**src/rtl/sol_rom_pkg.sv**
```systemverilog
// Shared types and region map for the Solomon ROM download sequencer.
// Regions are indexed 0..3: main CPU, sound CPU, tiles, sprites.
package sol_rom_pkg;

   localparam int unsigned NREG_SOL = 4;
   localparam int unsigned LAW_SOL  = 16;
   localparam int unsigned GAW_SOL  = 25;

   // Packed so element [0] is the rightmost constant in each list.
   localparam logic [NREG_SOL-1:0][GAW_SOL-1:0] REG_BASE =
      {25'h15000, 25'h0D000, 25'h0C000, 25'h00000};
   localparam logic [NREG_SOL-1:0][GAW_SOL-1:0] REG_SIZE =
      {25'h08000, 25'h08000, 25'h01000, 25'h0C000};

   typedef enum logic [2:0] {
      ST_WAIT,
      ST_LOAD,
      ST_DRAIN,
      ST_SETTLE,
      ST_RUN
   } state_t;

   typedef struct packed {
      logic [NREG_SOL-1:0] sel;
      logic [LAW_SOL-1:0]  lad;
      logic [7:0]          dat;
   } wr_ent_t;

endpackage

```
**src/rtl/rom_wr_fifo.sv**
```systemverilog
// Synchronous FIFO of ROM write entries; a push is accepted when full
// if a pop happens on the same edge.
module rom_wr_fifo
   import sol_rom_pkg::*;
#(
   parameter int unsigned DEPTH = 4
)(
   input  logic    i_clk,
   input  logic    i_rst_n,
   input  logic    i_push,
   input  wr_ent_t i_din,
   input  logic    i_pop,
   output wr_ent_t o_dout,
   output logic    o_full,
   output logic    o_empty
);

   localparam int unsigned PW = $clog2(DEPTH);
   localparam logic [PW:0] PTR_ONE = 1;

   wr_ent_t     r_mem [DEPTH];
   logic [PW:0] r_wp;
   logic [PW:0] r_rp;
   logic        w_wen;
   logic        w_ren;

   // Extra pointer MSB distinguishes full from empty when the indices match.
   assign o_empty = (r_wp == r_rp);
   assign o_full  = (r_wp[PW] != r_rp[PW]) && (r_wp[PW-1:0] == r_rp[PW-1:0]);
   assign w_ren   = i_pop & ~o_empty;
   assign w_wen   = i_push & (~o_full | w_ren);
   assign o_dout  = r_mem[r_rp[PW-1:0]];

   always_ff @(posedge i_clk or negedge i_rst_n) begin
      if (!i_rst_n) begin
         r_wp <= '0;
         r_rp <= '0;
      end else begin
         if (w_wen) r_wp <= r_wp + PTR_ONE;
         if (w_ren) r_rp <= r_rp + PTR_ONE;
      end
   end

   always_ff @(posedge i_clk) begin
      if (w_wen) r_mem[r_wp[PW-1:0]] <= i_din;
   end

endmodule

```
**src/rtl/rom_load_sequencer.sv**
```systemverilog
// Routes the HPS ROM download stream into per-region ROM write ports and
// holds the core in reset until loading settles. ROM_CKSUM_EN adds CKSUM.
module rom_load_sequencer
   import sol_rom_pkg::*;
#(
   parameter int unsigned NREG       = 4,
   parameter int unsigned FIFO_DEPTH = 4,
   parameter int unsigned SETTLE_CYC = 256,
   parameter int unsigned LAW        = 16
)(
   input  logic            MCLK,
   input  logic            RESET_N,
   input  logic            DLACT,
   input  logic            ROMEN,
   input  logic [24:0]     ROMAD,
   input  logic [7:0]      ROMDT,
   input  logic [NREG-1:0] WRDY,
   output logic [NREG-1:0] WE,
   output logic [LAW-1:0]  WAD,
   output logic [7:0]      WDT,
   output logic            CORE_RST,
   output logic            LOAD_DONE,
   output logic            ERR_OOR,
   output logic            ERR_OVF,
   output logic [15:0]     CKSUM
);

   localparam int unsigned CW = $clog2(SETTLE_CYC + 1);
   localparam logic [CW-1:0] CNT_LAST = CW'(SETTLE_CYC - 1);
   localparam logic [CW-1:0] CNT_ONE  = 1;

   state_t          r_state;
   state_t          w_nxt;
   logic [CW-1:0]   r_cnt;
   logic            r_dvld;
   wr_ent_t         r_dent;
   logic            r_oor;
   logic            r_ovf;

   logic            w_take;
   logic            w_hit;
   logic [NREG-1:0] w_sel;
   logic [LAW-1:0]  w_lad;
   logic            w_enter_load;
   logic            w_pop;
   logic            w_full;
   logic            w_empty;
   wr_ent_t         w_head;

   assign w_take       = ROMEN && (r_state == ST_LOAD);
   assign w_enter_load = (w_nxt == ST_LOAD) && (r_state != ST_LOAD);
   assign w_pop        = |(WE & WRDY);

   // Lowest-index region wins when ranges overlap.
   always_comb begin
      w_hit = 1'b0;
      w_sel = '0;
      w_lad = '0;
      for (int unsigned i = 0; i < NREG; i++) begin
         if (!w_hit && (ROMAD >= REG_BASE[i]) && (ROMAD < REG_BASE[i] + REG_SIZE[i])) begin
            w_hit    = 1'b1;
            w_sel[i] = 1'b1;
            w_lad    = LAW'(ROMAD - REG_BASE[i]);
         end
      end
   end

   always_ff @(posedge MCLK or negedge RESET_N) begin
      if (!RESET_N) begin
         r_dvld <= 1'b0;
         r_dent <= '0;
      end else begin
         r_dvld <= w_take & w_hit;
         if (w_take & w_hit) r_dent <= '{sel: w_sel, lad: w_lad, dat: ROMDT};
      end
   end

   rom_wr_fifo #(
      .DEPTH (FIFO_DEPTH)
   ) u_fifo (
      .i_clk   (MCLK),
      .i_rst_n (RESET_N),
      .i_push  (r_dvld),
      .i_din   (r_dent),
      .i_pop   (w_pop),
      .o_dout  (w_head),
      .o_full  (w_full),
      .o_empty (w_empty)
   );

   assign WE  = w_empty ? '0 : w_head.sel;
   assign WAD = w_empty ? '0 : w_head.lad;
   assign WDT = w_empty ? '0 : w_head.dat;

   always_ff @(posedge MCLK or negedge RESET_N) begin
      if (!RESET_N) begin
         r_state <= ST_WAIT;
         r_cnt   <= '0;
         r_oor   <= 1'b0;
         r_ovf   <= 1'b0;
      end else begin
         r_state <= w_nxt;
         r_cnt   <= ((r_state == ST_SETTLE) && (w_nxt == ST_SETTLE)) ? r_cnt + CNT_ONE : '0;
         if (w_enter_load) begin
            r_oor <= 1'b0;
            r_ovf <= 1'b0;
         end else begin
            if (w_take & ~w_hit)             r_oor <= 1'b1;
            if (r_dvld & w_full & ~w_pop)    r_ovf <= 1'b1;
         end
      end
   end

   always_comb begin
      w_nxt     = r_state;
      CORE_RST  = 1'b1;
      LOAD_DONE = 1'b0;
      unique case (r_state)
         ST_WAIT:   if (DLACT) w_nxt = ST_LOAD;
         ST_LOAD:   if (!DLACT) w_nxt = ST_DRAIN;
         ST_DRAIN: begin
            if (DLACT)                    w_nxt = ST_LOAD;
            else if (w_empty && !r_dvld)  w_nxt = ST_SETTLE;
         end
         ST_SETTLE: begin
            if (DLACT)                    w_nxt = ST_LOAD;
            else if (r_cnt == CNT_LAST)   w_nxt = ST_RUN;
         end
         ST_RUN: begin
            CORE_RST  = 1'b0;
            LOAD_DONE = 1'b1;
            if (DLACT) w_nxt = ST_LOAD;
         end
         default:   w_nxt = ST_WAIT;
      endcase
   end

   assign ERR_OOR = r_oor;
   assign ERR_OVF = r_ovf;

`ifdef ROM_CKSUM_EN
   logic [15:0] r_cksum;

   always_ff @(posedge MCLK or negedge RESET_N) begin
      if (!RESET_N)                          r_cksum <= '0;
      else if (w_enter_load)                 r_cksum <= '0;
      else if (w_pop && (r_state != ST_RUN)) r_cksum <= r_cksum + {8'h00, WDT};
   end

   assign CKSUM = r_cksum;
`else
   assign CKSUM = '0;
`endif

endmodule
```
**config.mk**
```make
export PLATFORM = sky130hd
export DESIGN_NAME = rom_load_sequencer
export DESIGN_NICKNAME = d
export VERILOG_FILES = /design/src/rtl/sol_rom_pkg.sv /design/src/rtl/rom_wr_fifo.sv /design/src/rtl/rom_load_sequencer.sv
export SDC_FILE = /design/constraint.sdc
export NUM_CORES = 1
export LEC_CHECK = 0
export CAP_MARGIN = 15
export CORE_UTILIZATION = 45
export CTS_BUF_LIST = sky130_fd_sc_hd__clkbuf_8
export DETAILED_ROUTE_END_ITERATION = 12
export GPL_ROUTABILITY_DRIVEN = 0
export MAX_ROUTING_LAYER = met4
export PLACE_DENSITY_LB_ADDON = 0.3
export SLEW_MARGIN = 5
export SYNTH_ARGS = -nofsm -noshare
export SYNTH_HDL_FRONTEND = slang
export SYNTH_SLANG_ARGS = --single-unit
```
**constraint.sdc**
```tcl
create_clock -name MCLK -period 6.7 [get_ports MCLK]
set_clock_uncertainty 0.05 [all_clocks]
set_input_delay 1.34 -clock MCLK [delete_from_list [all_inputs] [get_ports MCLK]]
set_output_delay 1.34 -clock MCLK [all_outputs]
set_load 0.02 [all_outputs]
```
==> flow_summary.ini <==
[timing]
timing_max_transition_violations_final = 0
layout_worst_path_cycle_share_pct = 60.5
timing.fmax_ghz = 0.247
hold_viol = 0
final-setup-viol-count = 0
period_minus_slack_ps = 4050
unrepaired_setup_endpoints_after_global_routing = false
worst-slew-pin-transition_ps = 954
relSlewSlack_pct = 36.2
setup-tns-final_ps = 0

[clocking]
post_cts.repair.setup_buffers = 0
cts_repair_resize_count = 0
cts_buffers = 17
clock_path_buffers = 2
clkSlewWorstSetupHoldPaths_ps = 80
cts.root.buffer_cell = sky130_fd_sc_hd__clkbuf_8
post_cts_hold_buffer_count = 0
cts_tree = built
clock_tree.htree_level_count = 4
worstSkewPairLatency_ps = 450
cts_sinks = 161

[yosys]
synth-edff-count = 112
synth.yosys.seq_area_share_pct = 68.1
yosys_warnings = 0
synth_cells = 411
netlist-cell-type-count = 48
syn_area_um2 = 6740
synth-main-ff-cell = sky130_fd_sc_hd__edfxtp_1
synth-async-reset-ratio_pct = 30.4
postSynthAreaPerCell_um2 = 16.4
synth-seq-cells = 161

[layout]
num-nets-final = 542
final_layout_size_suffix_gt1_share_pct = 18.4
area_overhead_of_the_layout_relative_to_synthesis_pct = 18.4
fin_cells = 689
most_common_cell_after_layout_fill_and_taps_aside = sky130_fd_sc_hd__edfxtp_1
antenna_cells = 0
final_cell_mix = sky130_fd_sc_hd__edfxtp_1, sky130_fd_sc_hd__clkdlybuf4s50_1, sky130_fd_sc_hd__dfrtp_1

[power]
swShare_pct = 29.4
pwr-share-comb_pct = 33.2
internal_power_mw = 1.83
switching_power_uw = 762
seqPwrFrac_pct = 42.1
peakVddDrop_mv = 0.149
clock_network_fraction_of_design_power_pct = 24.6
power.leakage_nw = 3.13
power.density_cell_area_nw_per_um2 = 325
power.total_mw = 2.59

[worst_setup_path]
crit_path_end_kind = output pin
crit_type = flip-flop to output pin
cp.arrival_ps = 2660
worst-r2r-setup-slack_ps = 3780
logic_depth_of_the_worst_register_to_register_path = 6
critical_path.reg2reg.endpoint = u_fifo.r_mem[0][15]
worstPathRequired_ps = 5310
critical_path_peak_fanout = 33
critPathLaunchType = flip-flop
crit-reg2reg-launch = u_fifo.r_rp[0]

[drt]
routed_wirelength_mm = 11.6
post-route-drc-count = 0
routedWlPerCell_um = 16.8
post_drt_via_cell_ratio = 5.14
number_of_violations_reported_at_the_end_of_detailed_routing_iteration_0 = 311
drtPass1Iterations = 4
vias = 3543
antenna_left = 0

[worst_hold_path]
min_to = r_cnt[0]
hold_path.startpoint = r_cnt[0]
holdCritPathClass = flip-flop to flip-flop
hold-path-cell-count = 1

[global_routing]
grt_util_met2_pct = 26.5
grt_pass1_vias = 3789
global_route.overflow_total = 0
largest_net_degree_at_the_start_of_global_routing = 50
grt_use_total_pct = 16.9
antenna_found_initial = 0
use_met3_pct = 4.68
grt.busiest_layer = met2
grt.met1_usage_pct = 21.1
grt_first_pass_wirelength_mm = 19.3

[floorplanning]
floorplan.core_area_um2 = 14600
initial_standard_cell_utilization_of_the_core_pct = 46.2
dieHeight_um = 124
die_w_um = 124
row_count = 44
dieArea_um2 = 15500
i_o_pin_count = 89

[status]
run_status = complete, no violations

[run]
max_cap_viol_count = 0

[place]
placedCellCount = 657
portbufs = 72
hpwlAfterDp_mm = 7.10
worst max path at each step:
stage                          endpoint  slack, ps           start
finish                            WE[3]       2650  u_fifo.r_rp[0]
global route                      WE[3]       2460  u_fifo.r_rp[0]
CTS                               WE[3]       2560  u_fifo.r_rp[0]
detailed placement  u_fifo.r_mem[3][11]       3030         WRDY[0]
global placement                  WE[3]       3070  u_fifo.r_rp[0]
floorplan            u_fifo.r_mem[3][0]       3190         WRDY[0]
flip-flops by register name, indices dropped and copies added (netlist names):
name / count
u_fifo.r_wp: 3
u_fifo.r_rp: 3
r_state: 3
r_cnt: 9
r_dent: 28
u_fifo.r_mem: 112
ERR_OOR: 1
r_dvld: 1
ERR_OVF: 1
per-layer routing:
layer	routed length, um	up-vias	share of wire, %
li1	-	1664	-
met1	5120	1779	44
met2	5820	91	50
met3	551	9	4.7
met4	110	0	0.95
met5	0	-	0
through the flow:
step / hold slack, ps / setup slack, ps / utilization [%] / cell area [um^2]
2_1_floorplan: 398 / 3190 / - / 6800
3_3_place_gp: 413 / 3070 / 52.2 / 7610
3_5_place_dp: 437 / 3030 / 52.2 / 7610
4_1_cts: 447 / 2560 / 54.7 / 7980
5_1_grt: 491 / 2460 / 54.7 / 7980
6_report: 455 / 2650 / 54.7 / 7980
power by group through the flow:
stage / clock, mW / sequential [mW] / combinational [mW]
after CTS: 0.654 / 1.09 / 0.879
after global routing: 0.693 / 1.09 / 0.933
after detailed placement: 0 / 1.11 / 0.878
final: 0.639 / 1.09 / 0.862
after floorplan: 0 / 1.11 / 0.569
after global placement: 0 / 1.11 / 0.868
area by class of cell:
class	count	area (um^2)
well taps	184	230
fillers	1147	6610
clock inverters	8	37.5
multi-input cells	220	1970
clock buffers	24	330
inverters	12	45.0
flip-flops and latches	161	4590
repair buffers	80	776
cell families after synthesis:
group	after synthesis	share of synthesized area, %
and+or+nand+nor	97	7.82
adders and majority gates	9	1.67
muxes	52	13.2
buffers and inverters	45	3.71
DFF	161	68.1
AOI/OAI and AO/OA	31	3.47
other	1	0.0556
xor gates and xnor gates	15	1.95
critical path, cell delays in order (launching register included):
cell                              delay, ps
sky130_fd_sc_hd__dfrtp_2                380
sky130_fd_sc_hd__buf_4                  510
sky130_fd_sc_hd__mux4_2                 620
sky130_fd_sc_hd__and2b_1                180
sky130_fd_sc_hd__clkdlybuf4s50_1        530
synth_stat cells, drive strengths merged (3+ instances only):
cell type,instances,area [um^2]
xor2,10,87.6
nand3,6,30.0
dfrtp,49,1230
a2bb2oi,3,26.3
xnor2,5,43.8
mux2,23,263
a21oi,7,35.0
nand4,4,25.0
mux4,27,608
nor2,19,71.3
o21ai,7,35.0
edfxtp,112,3360
inv,12,45.0
nor2b,27,169
clkbuf,10,38.8
ha,9,113
nor4,3,18.8
and3,5,31.3
and2b,6,45.0
nand2,17,63.8
buf,23,166
Note: power is estimated with default switching activity, not from simulation.
